**src/rtl/div_ratio_sequencer_if.sv**
```systemverilog
// Requester/divider-side bundle of the divide-ratio sequencer.
// master = requesters (plus freeze control), slave = the sequencer itself.
interface div_ratio_sequencer_if #(
    parameter int REQ_NUM   = 2,
    parameter int STAGE_NUM = 4
);
    localparam int LW = $clog2(STAGE_NUM + 1);
    localparam int SW = $clog2(STAGE_NUM) + 1;

    logic [REQ_NUM-1:0]    req;
    logic [REQ_NUM*LW-1:0] req_level;
    logic                  freeze;
    logic [REQ_NUM-1:0]    ack;
    logic                  busy;
    logic [LW-1:0]         cur_level;
    logic [SW-1:0]         div_sel;

    modport master (
        output req, req_level, freeze,
        input  ack, busy, cur_level, div_sel
    );

    modport slave (
        input  req, req_level, freeze,
        output ack, busy, cur_level, div_sel
    );
endinterface

```
**src/rtl/div_ratio_sequencer.sv**
```systemverilog
// Round-robin owner of the glitch-free divider's div_sel: ramps one
// power-of-two level per step and holds a settle window after every change.
module div_ratio_sequencer #(
    parameter int REQ_NUM       = 2,
    parameter int STAGE_NUM     = 4,
    parameter int SETTLE_CYCLES = 8,
    parameter int RESET_LEVEL   = 0
) (
    input  logic                   clk_in,
    input  logic                   rst_n,
    div_ratio_sequencer_if.slave   bus
);
    localparam int LW = $clog2(STAGE_NUM + 1);
    localparam int SW = $clog2(STAGE_NUM) + 1;
    localparam int IW = (REQ_NUM > 1) ? $clog2(REQ_NUM) : 1;
    localparam int KW = IW + 1;
    localparam int CW = (SETTLE_CYCLES > 1) ? $clog2(SETTLE_CYCLES) : 1;

    localparam logic [LW-1:0]      MAX_LVL = LW'(STAGE_NUM);
    localparam logic [LW-1:0]      RST_LVL = LW'(RESET_LEVEL);
    localparam logic [REQ_NUM-1:0] ONE_HOT = REQ_NUM'(1);

    typedef enum logic [1:0] {IDLE, STEP, SETTLE, DONE} state_t;

    // Level 0 bypasses the divider; level k selects stage k-1 with the enable MSB set.
    function automatic logic [SW-1:0] enc(input logic [LW-1:0] lvl);
        logic [SW-1:0] r;
        r = '0;
        if (lvl != '0) begin
            r         = SW'(lvl - 1'b1);
            r[SW-1]   = 1'b1;
        end
        return r;
    endfunction

    state_t                     state;
    logic [IW-1:0]              rr;
    logic [IW-1:0]              gnt;
    logic [LW-1:0]              tgt;
    logic [CW-1:0]              cnt;
    logic [LW-1:0]              cur_level;
    logic [SW-1:0]              div_sel;
    logic [REQ_NUM-1:0]         ack;
    logic                       busy;

    logic [REQ_NUM-1:0][LW-1:0] tgt_clamp;
    logic                       gnt_vld;
    logic [IW-1:0]              gnt_idx;
    logic [LW-1:0]              step_level;

    for (genvar i = 0; i < REQ_NUM; i++) begin : g_clamp
        assign tgt_clamp[i] = (bus.req_level[i*LW +: LW] > MAX_LVL) ?
                              MAX_LVL : bus.req_level[i*LW +: LW];
    end

    // Scan downward so the requester closest to rr (offset 0) is written last and wins.
    always_comb begin
        logic [KW-1:0] ks;
        logic [IW-1:0] k;
        gnt_vld = 1'b0;
        gnt_idx = '0;
        ks      = '0;
        k       = '0;
        for (int j = REQ_NUM - 1; j >= 0; j--) begin
            ks = {1'b0, rr} + KW'(j);
            if (ks >= KW'(REQ_NUM))
                ks = ks - KW'(REQ_NUM);
            k = ks[IW-1:0];
            if (bus.req[k]) begin
                gnt_vld = 1'b1;
                gnt_idx = k;
            end
        end
    end

    assign step_level = (tgt > cur_level) ? cur_level + 1'b1 : cur_level - 1'b1;

    always_ff @(posedge clk_in or negedge rst_n) begin
        if (!rst_n) begin
            state     <= IDLE;
            rr        <= '0;
            gnt       <= '0;
            tgt       <= '0;
            cnt       <= '0;
            cur_level <= RST_LVL;
            div_sel   <= enc(RST_LVL);
            ack       <= '0;
            busy      <= 1'b0;
        end else begin
            ack <= '0;
            case (state)
                IDLE: begin
                    if (!bus.freeze && gnt_vld) begin
                        gnt  <= gnt_idx;
                        tgt  <= tgt_clamp[gnt_idx];
                        rr   <= (gnt_idx == IW'(REQ_NUM - 1)) ? '0 : gnt_idx + 1'b1;
                        busy <= 1'b1;
                        if (tgt_clamp[gnt_idx] != cur_level) begin
                            state <= STEP;
                        end else begin
                            state <= DONE;
                            ack   <= ONE_HOT << gnt_idx;
                        end
                    end
                end
                STEP: begin
                    cur_level <= step_level;
                    div_sel   <= enc(step_level);
                    cnt       <= CW'(SETTLE_CYCLES - 1);
                    state     <= SETTLE;
                end
                SETTLE: begin
                    if (cnt != '0) begin
                        cnt <= cnt - 1'b1;
                    end else if (cur_level == tgt) begin
                        state <= DONE;
                        ack   <= ONE_HOT << gnt;
                    end else begin
                        state <= STEP;
                    end
                end
                DONE: begin
                    state <= IDLE;
                    busy  <= 1'b0;
                end
                default: state <= IDLE;
            endcase
        end
    end

    assign bus.ack       = ack;
    assign bus.busy      = busy;
    assign bus.cur_level = cur_level;
    assign bus.div_sel   = div_sel;
endmodule

```
**src/flat_wrapper.sv**
```systemverilog
// flat-port wrapper written by rule: the top's interface ports become plain ports
module div_ratio_sequencer_flat 
#(
    parameter int REQ_NUM       = 2,
    parameter int STAGE_NUM     = 4,
    parameter int SETTLE_CYCLES = 8,
    parameter int RESET_LEVEL   = 0
)
  (clk_in, rst_n, bus_req, bus_req_level, bus_freeze, bus_ack, bus_busy, bus_cur_level, bus_div_sel);
  div_ratio_sequencer_if #(.REQ_NUM(REQ_NUM), .STAGE_NUM(STAGE_NUM)) bus_i ();
  input  logic clk_in;
  input  logic rst_n;
  input wire logic [$bits(bus_i.req)-1:0] bus_req;
  input wire logic [$bits(bus_i.req_level)-1:0] bus_req_level;
  input wire logic [$bits(bus_i.freeze)-1:0] bus_freeze;
  output wire logic [$bits(bus_i.ack)-1:0] bus_ack;
  output wire logic [$bits(bus_i.busy)-1:0] bus_busy;
  output wire logic [$bits(bus_i.cur_level)-1:0] bus_cur_level;
  output wire logic [$bits(bus_i.div_sel)-1:0] bus_div_sel;
  assign bus_i.req = bus_req;
  assign bus_i.req_level = bus_req_level;
  assign bus_i.freeze = bus_freeze;
  assign bus_ack = bus_i.ack;
  assign bus_busy = bus_i.busy;
  assign bus_cur_level = bus_i.cur_level;
  assign bus_div_sel = bus_i.div_sel;
  div_ratio_sequencer #(.REQ_NUM(REQ_NUM), .STAGE_NUM(STAGE_NUM), .SETTLE_CYCLES(SETTLE_CYCLES), .RESET_LEVEL(RESET_LEVEL)) u_core (.clk_in(clk_in), .rst_n(rst_n), .bus(bus_i));
endmodule
```
**config.mk**
```make
export PLATFORM = sky130hd
export DESIGN_NAME = div_ratio_sequencer_flat
export DESIGN_NICKNAME = d
export VERILOG_FILES = /design/src/rtl/div_ratio_sequencer_if.sv /design/src/rtl/div_ratio_sequencer.sv /design/src/flat_wrapper.sv
export SDC_FILE = /design/constraint.sdc
export NUM_CORES = 1
export LEC_CHECK = 0
export ABC_AREA = 1
export BUFFER_PORTS_ARGS = -buffer_cell sky130_fd_sc_hd__buf_2
export CAP_MARGIN = 20
export CELL_PAD_IN_SITES_DETAIL_PLACEMENT = 1
export CELL_PAD_IN_SITES_GLOBAL_PLACEMENT = 2
export CORE_MARGIN = 2
export CORE_UTILIZATION = 30
export DETAILED_ROUTE_END_ITERATION = 10
export GPL_ROUTABILITY_DRIVEN = 0
export PLACE_DENSITY = 0.83
export SLEW_MARGIN = 20
export SYNTH_ARGS = -nofsm -noshare
export SYNTH_HDL_FRONTEND = slang
export SYNTH_SLANG_ARGS = --single-unit
```
**constraint.sdc**
```tcl
create_clock -name clk_in -period 3 [get_ports clk_in]
set_input_delay 0.3 -clock clk_in [delete_from_list [all_inputs] [get_ports clk_in]]
set_output_delay 0.3 -clock clk_in [all_outputs]
set_load 0.02 [all_outputs]
```
# ---- Word level (Yosys, flattened, before mapping)
# Cells that the tools add are included.
dict set report totals {
  wordCells 77
  output_inout_bits 9
  input_bits 11
  register_bits 19
}
dict set report classes {
  n_shift 2
  eq_ne 8
  add_sub_neg 8
  magnitude_cmp 8
  mux 31
  reduce_logical 11
}
# cell n
set ops {}
lappend ops {{$mux 3} 7}
lappend ops {{$mux 2} 8}
lappend ops {{$mux 1} 12}
lappend ops {{$pmux 2 s4} 1}
lappend ops {{$reduce_and 2->1} 4}
lappend ops {{$gt 3x3->1 const B} 2}
lappend ops {{$lt 1x2->1 const B} 3}
lappend ops {{$pmux 3 s2} 1}
lappend ops {{$reduce_bool 3->1} 2}
lappend ops {{$sub 3x1->3 const B} 2}
lappend ops {{$eq 2x2->1 const B} 2}
lappend ops {{$ne 2x1->1 const B} 2}
lappend ops {{$pmux 2 s2} 1}
lappend ops {{$reduce_bool 2->1} 2}
lappend ops {{$shl 1x1->2 const A} 2}
lappend ops {{$add 3x1->3 const B} 1}
lappend ops {{$eq 3x3->1} 1}
lappend ops {{$gt 3x3->1} 1}
lappend ops {{$ne 3x3->1} 1}
lappend ops {{$add 1x1->2 const B} 1}
lappend ops {{$eq 2x1->1 const B} 1}
lappend ops {{$ge 1x2->1 const B} 1}
lappend ops {{$ge 2x2->1 const B} 1}
lappend ops {{$logic_not 2->1} 1}
lappend ops {{7 further kinds} 8}

# ---- Logic depth before layout (Yosys ltp)
dict set report logic_depth {
  ltp_word 13
  mapped_depth 14
  mapped_depth_nobuf 14
}

# ---- Least setup slack after synthesis
# No wires, ideal clock.
dict set report synth_timing {
  path_type {reg2reg}
  start {register u_core.cur_level[1], in the netlist u_core.bus.cur_level[1]}
  end {register u_core.div_sel[0], in the netlist u_core.bus.div_sel[0]}
  n_path_buf 0
  setup_slack_ps 795
  arrival_time_ps 2079
  period_less_slack_ps 2205
  setup_time_ps 126
  path_stages_with_launch 15
  required_ps 2874
  cell_sequence {dfrtp_1 > inv_1 > ha_1 > nand2_1 > inv_1 > nand2_1 > nand2_1 > inv_1 > fa_1 > xnor2_1 > inv_1 > nand2_1 > nand3_1 > nand2_1 > o21ai_1}
}
dict set report synth_between {
  elab_chain_len 4
  word_cells_on_any_way 7
  classes_between {add/sub: 3; order compare: 1; mux: 2; reduce/logical: 1}
}
# item line
set synth_rtl {}
lappend synth_rtl {{from (decl)} div_ratio_sequencer.sv:41} ;# logic [LW-1:0] cur_level;
lappend synth_rtl {{from (signal assigned)} div_ratio_sequencer.sv:107} ;# cur_level <= step_level;
lappend synth_rtl {{$gt 3x3->1, or another cell as far along} div_ratio_sequencer.sv:76} ;# assign step_level = (tgt > cur_level) ? cur_level + 1'b1 : cur_level - 1'b1;
lappend synth_rtl {{$mux 3 (*)} div_ratio_sequencer.sv:76}
lappend synth_rtl {{$sub 2x1->2 or $reduce_bool 3->1 (tied branches)} {div_ratio_sequencer.sv:30, div_ratio_sequencer.sv:29}}
lappend synth_rtl {{$mux 3 (*)} div_ratio_sequencer.sv:29} ;# if (lvl != '0) begin
lappend synth_rtl {{to (signal assigned)} div_ratio_sequencer.sv:86} ;# div_sel <= enc(RST_LVL);
lappend synth_rtl {{to (signal assigned)} div_ratio_sequencer.sv:108} ;# div_sel <= enc(step_level);
lappend synth_rtl {{to (decl)} div_ratio_sequencer.sv:42} ;# logic [SW-1:0] div_sel;
# Mark *: on every way between the ends. The rest lies on a longest branch, timed or not.
# A chain may end at the register's enable or synchronous reset.

# ---- Worst setup path in the final report
dict set report layout_timing {
  start {register u_core.cur_level[2], in the netlist u_core.bus.cur_level[2]}
  end {register u_core.div_sel[1], in the netlist u_core.bus.div_sel[1]}
}
# Same word-level chain as after synthesis.

==> results.sh <==
export IMPL_status="finished clean"
export IMPL_finalPower_mw=1.39
export IMPL_synth_mux_area_share_pct=0
export IMPL_nets=184
export IMPL_slowest_delay_ps=450
export IMPL_drc=0
export IMPL_critical_path_arrival_ps=2600
export IMPL_hp_class="in2reg"
export IMPL_grt_max_degree=20
export IMPL_synth_compound_area_share_pct=8.52
export IMPL_num_rows=21
export IMPL_cp_common_cell="nand2_1"
export IMPL_fin_crit_sh_pct=78.7
export IMPL_fmax_mhz=423
export IMPL_area_growth_syn_to_layout_pct=17.5
export IMPL_drt_pass1_iter_count=4
export IMPL_final_fill_count=431
export IMPL_grt_antenna_before_repair=0
export IMPL_wl_met3_um=68
export IMPL_wl_mm=2.70
export IMPL_die_area_um2=4120
export IMPL_yosysSeqAreaShare_pct=43.7
export IMPL_grt_setup_unrepaired="false"
export IMPL_synth_seq_cells=19
export IMPL_wl_met1_mm=1.24
export IMPL_dpl_hpwl_mm=2.18
export IMPL_port_buffers=19
export IMPL_cp_required_ps=3240
export IMPL_peakVddDrop_mv=0.427
export IMPL_p_per_area_nw_per_um2=1090
export IMPL_viasPerCell=4.66
export IMPL_synthArstFlopShare_pct=100
export IMPL_syn_nets=159
export IMPL_clock_latency_ps=300
export IMPL_cts_buffers=3
export IMPL_synth_simple_area_share_pct=27.5
export IMPL_path_cells="inv_1 -> ha_1 -> nand2_1 -> inv_1 -> nand2_1 -> nand2_1 -> inv_1 -> fa_1 -> xnor2_1 -> nand3_1 -> nand3_1 -> nand2_1 -> o21ai_1"
export IMPL_grt_pass1_wl_mm=4.63
export IMPL_skew_ps=2.59
export IMPL_synth_top_area_share_pct=43.7
export IMPL_min_from="bus_freeze"
export IMPL_yosysMostFrequentCell="nand2_1"
export IMPL_yosysUniqueCellTypes=21
export IMPL_synth_flop_cell="dfrtp_1"
export IMPL_die_h_um=64.2
export IMPL_netlist_area_um2=1090
export IMPL_synthAdderAreaFrac_pct=11.0
export IMPL_end_kind="flop"
export IMPL_start_kind="flop"
export IMPL_synthXorXnorAreaFrac_pct=1.61
export IMPL_cts_tree="built"
export IMPL_setup_viol=0
export IMPL_finalHoldViolCount=0
export IMPL_synth_edf_count=0
export IMPL_postRouteAntennaNets=0
export IMPL_r2r_start="u_core.bus.cur_level[2]$_DFFE_PN0P_"
export IMPL_slowest_stage="dfrtp_1"
export IMPL_ys_warn_count=0
export IMPL_maxCapViolCount=0
export IMPL_drive_above_1_share_pct=19.0
export IMPL_die_x_um=64.2
export IMPL_antenna_cells=0
export IMPL_fin_crit_ps=2360
export IMPL_p_leak_nw=0.720
export IMPL_dr_total_vias=973
export IMPL_tightest_slew_ps=441
export IMPL_cts_setup_buffers=0
export IMPL_synth_largest_area_cell="dfrtp_1"
export IMPL_overflow=0
export IMPL_start_util_pct=31.8
export IMPL_cts_sinks=19
export IMPL_max_slew_margin_pct=70.6
export IMPL_clk_pin_slew_worst_paths_ps=120
export IMPL_ctsLongestPathBuffers=2
export IMPL_critPathKind="reg2reg"
export IMPL_netlist_top_cells_count="46 x nand2_1, 19 x dfrtp_1, 19 x inv_1"
export IMPL_report_final_slew_viol_count=0
export IMPL_pin_count=20
export IMPL_cts_root_buf="clkbuf_4"
export IMPL_cp_startpoint="u_core.bus.cur_level[2]$_DFFE_PN0P_"
export IMPL_grt_pass1_vias=1018
export IMPL_track_usage_pct=14.8
export IMPL_syn_mean_instance_area_um2=7.82
export IMPL_top_layer_used="met4"
export IMPL_crit_fanout=4
export IMPL_dr_first_iter_drc_count=24
export IMPL_wl_per_cell_um=12.9
export IMPL_finalSetupTns_ps=0
export IMPL_dr_wl_met2_mm=1.36
export IMPL_synth_top_family_by_area="simple AND/OR/NAND/NOR gates"
export IMPL_synth_area_top_cells="dfrtp_1 44%, nand2_1 16%, ha_1 9.2%"
export IMPL_synthCells=139
export IMPL_coreArea_um2=3420
export IMPL_cts_max_level=1
[flip-flops by register name (all words and copies together) (netlist names)]
| name | flops |
|---|---|
| u_core.rr | 1 |
| u_core.gnt | 1 |
| u_core.bus.cur_level | 3 |
| u_core.state | 2 |
| u_core.bus.ack | 2 |
| u_core.tgt | 3 |
| u_core.bus.busy | 1 |
| u_core.bus.div_sel | 3 |
| u_core.cnt | 3 |
[per-stage QoR]
step           area [um2]  std cells  utilization (%)  hold WS, ps  worst slack [ps]
3_5_place_dp         1240        204             36.3          271               651
4_1_cts              1280        209             37.4          380               634
6_report             1280        209             37.4          377               638
2_1_floorplan        1090        139                -         4.41               795
3_3_place_gp         1240        204             36.3          267               749
5_1_grt              1280        209             37.4          408               347
[cell families after synthesis]
| kind of cell | after synthesis |
|---|---|
| AND/OR/NAND/NOR | 70 |
| buffers and inverters | 22 |
| flip-flops | 19 |
| AO/OA/AOI/OAI | 17 |
| adder cells (fa/ha/maj) | 9 |
| XOR/XNOR | 2 |
[routing by layer]
metal  track usage, %  vias up
met2             26.6       14
met5                0        -
met4             4.79        0
met3             2.64        4
li1                 -      488
met1             17.8      467
[final cells by class]
type	instances	area, um2	area share, %
clock buffers	3	22.5	1.76
clock inverters	1	5.00	0.392
inverters	22	82.6	6.46
multi-input cells	98	529	41.4
flip-flops and latches	19	475	37.2
well taps	46	57.6	4.51
repair buffers	20	105	8.23
[report_power, final]
part,switching (mW),internal (mW)
logic,0.510,0.285
registers,0.0880,0.367
clock network,0.0883,0.0497
total,0.686,0.701
[placed cells by master (no fill, tap or decap)]
master / netlist / layout
nand3_1: 12 / 12
o31ai_1: 1 / 1
o21ai_1: 4 / 4
a22oi_1: 1 / 1
clkinv_1: 1 / 1
nor2_2: 2 / 2
inv_2: 2 / 2
dlygate4sd3_1: 0 / 1
fa_1: 1 / 1
o21ai_0: 8 / 8
clkbuf_4: 0 / 3
xor2_1: 1 / 1
nand2_2: 3 / 3
a21oi_1: 1 / 1
inv_1: 19 / 19
nor2_1: 5 / 5
buf_2: 0 / 19
ha_1: 8 / 8
nand2_1: 46 / 46
o22ai_1: 2 / 2
nand3_2: 1 / 1
clkinv_2: 0 / 1
dfrtp_1: 19 / 19
xnor2_1: 1 / 1
nand4_1: 1 / 1
[path summary, 6_finish.rpt]
kind | to | slack [ps] | depth (start not counted)
max in group asynchronous | u_core.tgt[1]$_DFFE_PN0P_ | 2220 | 2
min | u_core.state[0]$_DFFE_PN0P_ | 380 | 4
min reg2reg | u_core.bus.ack[0]$_DFF_PN0_ | 480 | 1
min in group asynchronous | u_core.rr$_DFFE_PN0P_ | 470 | 2
max | u_core.bus.div_sel[1]$_DFFE_PN0P_ | 640 | 13
max reg2reg | u_core.bus.div_sel[1]$_DFFE_PN0P_ | 640 | 13
[critical path, delay by kind of cell, from the launching register on]
kind / cells / cell delay (ps)
AO/OA/AOI/OAI: 1 / 130
buffers and inverters: 3 / 230
adder cells (fa/ha/maj): 2 / 700
XOR/XNOR: 1 / 210
AND/OR/NAND/NOR: 6 / 600
flip-flops: 1 / 450
[timing repair]
item                      in CTS  in global routing
hold buffers                   1                  0
gates resized for setup        0                  0
hold endpoints to repair      19                  0
Power figures use the tool's default switching activity.
